===== src/rtl/mdu_pkg.sv =====
// Shared multiply/divide unit definitions: Funct3 encodings and the buffered result entry.
package mdu_pkg;

  localparam logic [2:0] MDU_MUL    = 3'b000;
  localparam logic [2:0] MDU_MULH   = 3'b001;
  localparam logic [2:0] MDU_MULHSU = 3'b010;
  localparam logic [2:0] MDU_MULHU  = 3'b011;

  localparam int MDU_XLEN = 32;
  localparam int MDU_TAGW = 5;

  // Entry layout for the default datapath; the stage re-derives it from its own parameters.
  typedef struct packed {
    logic [MDU_XLEN-1:0] result;
    logic [MDU_TAGW-1:0] rd;
  } mul_entry_t;

endpackage


===== src/rtl/mul_result_fifo.sv =====
// Small in-order result buffer: storage, wrapping pointers, occupancy count, full/empty.
module mul_result_fifo #(
  parameter type T     = logic [31:0],
  parameter int  DEPTH = 2
) (
  input  logic clk,
  input  logic reset_n,
  input  logic enq,
  input  T     enq_data,
  input  logic deq,
  output T     head,
  output logic full,
  output logic empty
);

  localparam int PW = (DEPTH > 1) ? $clog2(DEPTH) : 1;
  localparam int CW = $clog2(DEPTH + 1);

  T              mem [DEPTH];
  logic [PW-1:0] wr_ptr, rd_ptr;
  logic [CW-1:0] count;

  function automatic logic [PW-1:0] ptr_inc(input logic [PW-1:0] p);
    return (p == PW'(DEPTH - 1)) ? '0 : p + 1'b1;
  endfunction

  always_ff @(posedge clk or negedge reset_n) begin
    if (!reset_n) begin
      for (int i = 0; i < DEPTH; i++) mem[i] <= '0;
      wr_ptr <= '0;
      rd_ptr <= '0;
      count  <= '0;
    end else begin
      if (enq) begin
        mem[wr_ptr] <= enq_data;
        wr_ptr      <= ptr_inc(wr_ptr);
      end
      if (deq) rd_ptr <= ptr_inc(rd_ptr);
      // Simultaneous enq/deq leaves the count alone while both pointers advance.
      case ({enq, deq})
        2'b10:   count <= count + 1'b1;
        2'b01:   count <= count - 1'b1;
        default: count <= count;
      endcase
    end
  end

  assign head  = mem[rd_ptr];
  assign full  = (count == CW'(DEPTH));
  assign empty = (count == '0);

endmodule


===== src/rtl/mul_result_stage.sv =====
// Multiplier result stage: E->M sideband, low/high half select, 2-entry writeback buffer.
// Optional MUL_W_OPS_EN (XLEN=64 only) adds sign-extended MULW results.
module mul_result_stage
  import mdu_pkg::*;
#(
  parameter int XLEN = 32,
  parameter int TAGW = 5
) (
  input  logic              clk,
  input  logic              reset_n,
  input  logic              StallM,
  input  logic              FlushM,
  input  logic              MulValidE,
  input  logic [2:0]        Funct3E,
  input  logic              W64E,
  input  logic [TAGW-1:0]   RdE,
  input  logic [2*XLEN-1:0] ProdM,
  input  logic              MulResultReadyW,
  output logic              MulResultValidW,
  output logic [XLEN-1:0]   MulResultW,
  output logic [TAGW-1:0]   MulRdW,
  output logic              MulBusyM
);

  typedef struct packed {
    logic [XLEN-1:0] result;
    logic [TAGW-1:0] rd;
  } entry_t;

  logic            MulValidM;
  logic [2:0]      Funct3M;
  logic [TAGW-1:0] RdM;
  logic [XLEN-1:0] sel_result;
  logic            EnqM, DeqW, full, empty;
  entry_t          enq_entry, head;

`ifdef MUL_W_OPS_EN
  logic W64M;
`else
  logic unused_w64;
  assign unused_w64 = W64E;
`endif

  // Same enable as the product registers so ProdM and the sideband line up in M.
  always_ff @(posedge clk or negedge reset_n) begin
    if (!reset_n) begin
      MulValidM <= 1'b0;
      Funct3M   <= '0;
      RdM       <= '0;
`ifdef MUL_W_OPS_EN
      W64M      <= 1'b0;
`endif
    end else if (FlushM) begin
      MulValidM <= 1'b0;
      Funct3M   <= '0;
      RdM       <= '0;
`ifdef MUL_W_OPS_EN
      W64M      <= 1'b0;
`endif
    end else if (!StallM) begin
      MulValidM <= MulValidE;
      Funct3M   <= Funct3E;
      RdM       <= RdE;
`ifdef MUL_W_OPS_EN
      W64M      <= W64E;
`endif
    end
  end

  always_comb begin
    sel_result = ProdM[XLEN-1:0];
    case (Funct3M)
      MDU_MULH, MDU_MULHSU, MDU_MULHU: sel_result = ProdM[2*XLEN-1:XLEN];
      default: ;
    endcase
`ifdef MUL_W_OPS_EN
    if (W64M && Funct3M == MDU_MUL) sel_result = {{(XLEN-32){ProdM[31]}}, ProdM[31:0]};
`endif
  end

  assign enq_entry = '{result: sel_result, rd: RdM};
  assign EnqM      = MulValidM & ~StallM & ~FlushM & ~full;
  assign DeqW      = MulResultValidW & MulResultReadyW;

  mul_result_fifo #(.T(entry_t), .DEPTH(2)) u_fifo (
    .clk      (clk),
    .reset_n  (reset_n),
    .enq      (EnqM),
    .enq_data (enq_entry),
    .deq      (DeqW),
    .head     (head),
    .full     (full),
    .empty    (empty)
  );

  assign MulResultValidW = ~empty;
  assign MulResultW      = head.result;
  assign MulRdW          = head.rd;
  assign MulBusyM        = full;

`ifndef SYNTHESIS
  // The hazard unit must stall M while busy; an unstalled valid op against a full buffer is lost.
  enq_while_full: assert property (@(posedge clk) disable iff (!reset_n)
    !(MulValidM && !StallM && !FlushM && full));
`endif

endmodule


===== config.mk =====
export PLATFORM = sky130hd
export DESIGN_NAME = mul_result_stage
export DESIGN_NICKNAME = d
export VERILOG_FILES = /design/src/rtl/mdu_pkg.sv /design/src/rtl/mul_result_fifo.sv /design/src/rtl/mul_result_stage.sv
export SDC_FILE = /design/constraint.sdc
export NUM_CORES = 1
export LEC_CHECK = 0
export ABC_AREA = 1
export CAP_MARGIN = 10
export CORE_ASPECT_RATIO = 0.75
export CORE_MARGIN = 2
export CORE_UTILIZATION = 49
export DETAILED_ROUTE_END_ITERATION = 6
export PLACE_DENSITY_LB_ADDON = 0.12
export SETUP_SLACK_MARGIN = 0.15
export SYNTH_ARGS = -nofsm -noshare
export SYNTH_HDL_FRONTEND = slang
export SYNTH_SLANG_ARGS = --single-unit

===== constraint.sdc =====
create_clock -name clk -period 1.8 [get_ports clk]
set_clock_uncertainty 0.05 [all_clocks]
set_input_delay 0.36 -clock clk [delete_from_list [all_inputs] [get_ports clk]]
set_output_delay 0.36 -clock clk [all_outputs]
set_load 0.01 [all_outputs]

Yosys cells after proc, flatten, opt, wreduce, memory -nomap -nowiden

Cells that the tools add are included.

Output and inout port bits: 39
Logic and storage cells: 54
Flip-flop bits (word level): 87
Bits of input ports: 79

$lt $le $gt $ge: 3
Multiplexer cells: 16
Add/sub/neg operators: 4
Eq/ne operators: 7
Bitwise gates (word level): 10
Reduce and logical (&&, ||, !) cells: 4

Operator list:

| operator              | number |
|---|---|
| $mux W37              | 4 |
| $bwmux W74            | 1 |
| $demux W37 S1         | 1 |
| $mux W32              | 1 |
| $mux W5               | 2 |
| $eq A3 B2 Y1 const B  | 2 |
| $mux W3               | 2 |
| $and A1 B1 Y1         | 4 |
| $eq A2 B2 Y1 const B  | 2 |
| $ge A2 B2 Y1 const B  | 2 |
| $mux W1               | 4 |
| $not A1 Y1            | 4 |
| $not A1 Y2            | 2 |
| $pmux W2 S2           | 1 |
| $eq A3 B1 Y1 const B  | 1 |
| $reduce_or A3 Y1      | 1 |
| $add A1 B1 Y1 const B | 2 |
| $add A2 B1 Y2 const B | 1 |
| $eq A2 B1 Y1 const B  | 1 |
| $logic_not A2 Y1      | 1 |
| $lt A2 B1 Y1 const B  | 1 |
| $ne A2 B1 Y1 const B  | 1 |
| $reduce_bool A2 Y1    | 1 |
| $sub A2 B1 Y2 const B | 1 |
| $logic_and A1 B1 Y1   | 1 |

Logic depth before layout (Yosys ltp)

Depth in word-level cells: 6
Gate-level depth with buffers: 8
Depth with buffers taken out: 8

By module

From an unflattened synthesis, not the netlist that was laid out.

Cells, all modules: 569
Area, all modules: 4,424.2 um2

By module, submodules not included:

| module           | times used | seq. area each (um2) | cells an instance | area an instance (um2) |
|---|---|---|---|---|
| mul_result_fifo  | 1          | 1,951.9              | 418               | 3,528.4 |
| mul_result_stage | 1          | 225.2                | 151               | 895.9 |

Worst setup path before layout

No wires, ideal clock.

Path kind: input-to-reg
Start: input StallM
End: register u_fifo.count[1]
Arrival: 1,438 ps
Setup slack: 233 ps
Data required time: 1,671 ps
Stages: 7
Buffers on the path: 1
Setup time: 79 ps
Path through: buf_6 -> nor2_8 -> nand3_4 -> ha_1 -> or2_2 -> nand2_1 -> xor2_1

Longest elaborated chain between the ends: 6
Elaborated cells on any way between the ends: 8
Those cells by class: eq/ne (2); mux (1); bitwise (4); reduce/logical (1)

RTL lines:

| what                                                     | RTL line               | source |
|---|---|---|
| start: declaration                                       | mul_result_stage.sv:11 | `input logic StallM,` |
| $not A1 Y1 *                                             | mul_result_stage.sv:82 | `assign EnqM = MulValidM & ~StallM & ~FlushM & ~full;` |
| $and A1 B1 Y1 * (3 in series)                            | mul_result_stage.sv:82 |  |
| $eq A2 B1 Y1 / $eq A2 B2 Y1 (equally long branches)      | mul_result_fifo.sv:40  | `case ({enq, deq})` |
| $pmux W2 S2 / $reduce_bool A2 Y1 (equally long branches) | --                     |  |
| end signal: assignment                                   | mul_result_fifo.sv:41  | `2'b10: count <= count + 1'b1;` |
| end signal: assignment                                   | mul_result_fifo.sv:42  | `2'b01: count <= count - 1'b1;` |
| end signal: assignment                                   | mul_result_fifo.sv:43  | `default: count <= count;` |
| end: declaration                                         | mul_result_fifo.sv:21  | `logic [CW-1:0] count;` |

Mark *: on every way between the ends. The rest lies on a longest branch, timed or not.
A chain may end at the register's enable or synchronous reset.

Final worst setup path

Start: register u_fifo.rd_ptr
End: output MulResultW[22]

Longest elaborated chain between the ends: 4

RTL lines:

| what                                         | RTL line               | source |
|---|---|---|
| start: declaration                           | mul_result_fifo.sv:20  | `logic [PW-1:0] wr_ptr, rd_ptr;` |
| start signal: assignment                     | mul_result_fifo.sv:38  | `if (deq) rd_ptr <= ptr_inc(rd_ptr);` |
| $not A1 Y2 (implied by the code)             | mul_result_fifo.sv:48  | `assign head = mem[rd_ptr];` |
| $mux W37 (implied by the code) (3 in series) | mul_result_fifo.sv:48  |  |
| end: declaration                             | mul_result_stage.sv:20 | `output logic [XLEN-1:0] MulResultW,` |

Every way passes these cells. The select of a mux whose other input is x is not followed.

==> flow_summary.json <==
{
  "outcome": "finished, violations left",
  "failing_checks": "setup timing",
  "detailedRoute.firstIterationViolations": 249,
  "worst-path-buf-inv": 4,
  "grt_antenna_before_repair": 0,
  "setup_viol": 1,
  "wire_per_inst_um": 14.7,
  "period_minus_slack_ns": 1.80,
  "vias_in_the_first_global_route": 4461,
  "drv.max_cap_violation_count": 0,
  "detailed_place_hpwl_um": 7810,
  "die-width_um": 113,
  "timing.critical_path.to_type": "primary output",
  "groute.layer.met1.usage_pct": 34.2,
  "worst-endpoint-arrival_ns": 1.39,
  "fmax_mhz": 555,
  "final_critical_path_setup_slack_ns": -0.000449,
  "cts_root_buf": "sky130_fd_sc_hd__clkbuf_16",
  "use_met3_pct": 5.58,
  "grt_first_pass_wirelength_um": 20600,
  "synth.yosys.seq_area_share_pct": 49.5,
  "yosys_warnings": 0,
  "timing.final.hold_violations": 0,
  "timing.critical_path.max_delay_family": "buffers and inverters",
  "critical_path.max_stage_delay_ns": 0.44,
  "worst_hold_slack_ns": 0.396,
  "n_fill_cell": 657,
  "core_um2": 8600,
  "max-vdd-ir-drop_mv": 0.677,
  "postSynthCellCount": 603,
  "vias_per_cell": 5.15,
  "buffer_ports.inserted": 116,
  "grt.total_usage_pct": 26.7,
  "synth.ff_latch_count": 87,
  "dpl.cell_count": 825,
  "syn_area_per_cell_um2": 7.29,
  "report.final.slew_viol_count": 0,
  "placementRows": 29,
  "tritoncts.num_buffers": 9,
  "clock-sinks": 87,
  "number_of_distinct_library_cell_variants_in_the_gate_level_netlist_after_synthesis": 21,
  "insertion_delay_ns": 0.34,
  "layout_net_count": 824,
  "drc_errors": 0,
  "chipHeight_um": 86.0,
  "grt_util_met2_pct": 45.8,
  "netlist_area_um2": 4390,
  "overflow": 0,
  "drt_pass1_iterations": 6,
  "floorplan.io_pins": 118,
  "grt_setup_unrepaired": "yes",
  "path_class": "reg -> out",
  "final_layout_size_suffix_gt1_share_pct": 23.0,
  "endpoint_required_time_on_the_critical_path_ns": 1.39,
  "route.vias.total": 4417,
  "cp_slowest_cell": "sky130_fd_sc_hd__dfrtp_2",
  "routed_wirelength_um": 12600,
  "worst_slew_margin_rel_pct": 80.7,
  "total_power_uw": 9490,
  "placed_cell_area_um2": 5780,
  "clock_tree_from_tritoncts": "done",
  "initial_core_util_pct": 51.1,
  "power_density_nw_per_um2": 1470,
  "grt_start_max_net_pins": 50,
  "most_frequent_standard_cell_in_the_layout_excluding_fill_and_tap_cells": "sky130_fd_sc_hd__nand2_1",
  "list_of_cells_traversed_by_the_critical_path": "inv_4 > buf_6 > buf_8 > nand2_2 > nand2_1 > buf_2",
  "tightest_slew_ns": 0.290,
  "syn-num-nets": 683,
  "setup.worst_path.start_class": "flop",
  "global_route.peak_usage_layer": "met2",
  "design_area_um2": 6460,
  "antenna_cells": 0,
  "dieArea_um2": 9750,
  "static-leakage-power_uw": 0.00360,
  "place.gp.congestion": 0.766,
  "most_frequent_cells_in_the_layout": "sky130_fd_sc_hd__nand2_1 (361), sky130_fd_sc_hd__dfrtp_1 (86), sky130_fd_sc_hd__clkdlybuf4s50_1 (74)",
  "final_min_period_over_clock_period_pct": 100,
  "timing.critical_path.fanout_max": 7,
  "cts-root-to-sink-buffers": 2,
  "final_core_util_pct": 75.2,
  "clk_pin_slew_worst_paths_ns": 0.06,
  "holdCritPathClass": "in -> async",
  "antenna_left": 0,
  "ctsHtreeMaxLevel": 3,
  "area_growth_syn_to_layout_pct": 47.1,
  "post_layout_nonfiller_instances": 857
}
sequential cells by signal, indices dropped and copies added, names as in the netlist:
name	cells
Funct3M	3
u_fifo.wr_ptr	1
RdM	5
u_fifo.mem	74
MulValidM	1
u_fifo.rd_ptr	1
u_fifo.count	2
what timing repair did:
item / CTS / global route
setup buffers: 11 / 2
pin swaps: 3 / 16
hold buffers: 1 / 0
endpoints found under the setup margin: 39 / 42
resized for setup: 191 / 81
endpoints found under the hold margin: 19 / 0
gates cloned: 2 / 0
cell usage after synthesis, drive strengths merged:
master  instances  area (um2)
a21oi           1        5.00
buf            20         185
clkbuf         12        45.0
clkinv          1        3.75
dfrtp          87        2180
ha              1        12.5
inv             9        33.8
nand2         421        1580
nand3          39         208
nand4           2        33.8
nor2            3        60.1
o21ai           3        15.0
or2             1        6.26
xnor2           1        8.76
xor2            2        17.5
through the flow:
step,TNS (ns),setup slack (ns)
finish,-0.000449,-0.000449
global route,-0.598,-0.0434
CTS,-0.328,-0.0283
detailed placement,-6.36,-0.154
global placement,-3.98,-0.0948
floorplan,0,0.233
cell type report:
type                       instances  area [um2]  share of cell area [%]
tap                              108         135                    2.09
timing repair buffer             162        1660                    25.6
multi-input combinational        474        2160                    33.5
inverter                          10        40.0                   0.619
sequential                        87        2180                    33.7
clock inverter                     5        58.8                   0.910
clock buffer                      11         233                    3.60
cell families after synthesis:
family / after synthesis / share of synthesized area, %
buffers and inverters: 42 / 6.09
DFF: 87 / 49.5
AOI/OAI and AO/OA: 4 / 0.455
xor gates and xnor gates: 3 / 0.598
and+or+nand+nor: 466 / 43.0
adders and majority gates: 1 / 0.285
metal layers:
layer,share of wire (%),vias up,wire (um)
met5,0,-,0
met4,2.0,0,248
met3,7.4,21,934
met2,49,183,6160
met1,42,2090,5250
li1,-,2123,-
where the power goes:
| group | total (uW) | switching [uW] | internal [uW] |
|---|---|---|---|
| logic | 4410 | 2230 | 2180 |
| registers | 3260 | 544 | 2720 |
| clock network | 1820 | 744 | 1080 |
| total | 9490 | 3520 | 5970 |
worst paths after layout:
check	startpoint	to	slack (ns)	cells after the start
min	reset_n	u_fifo.mem[9]	0.40	2
min reg2reg	u_fifo.mem[53]	u_fifo.mem[53]	0.43	2
max in group asynchronous	reset_n	u_fifo.rd_ptr	0.74	3
max	u_fifo.rd_ptr	MulResultW[22]	-0.0004	6
min in group clk	u_fifo.mem[53]	u_fifo.mem[53]	0.43	2
max reg2reg	u_fifo.count[1]	u_fifo.count[1]	0.28	7
No activity file was read; power rests on OpenSTA's default activity.
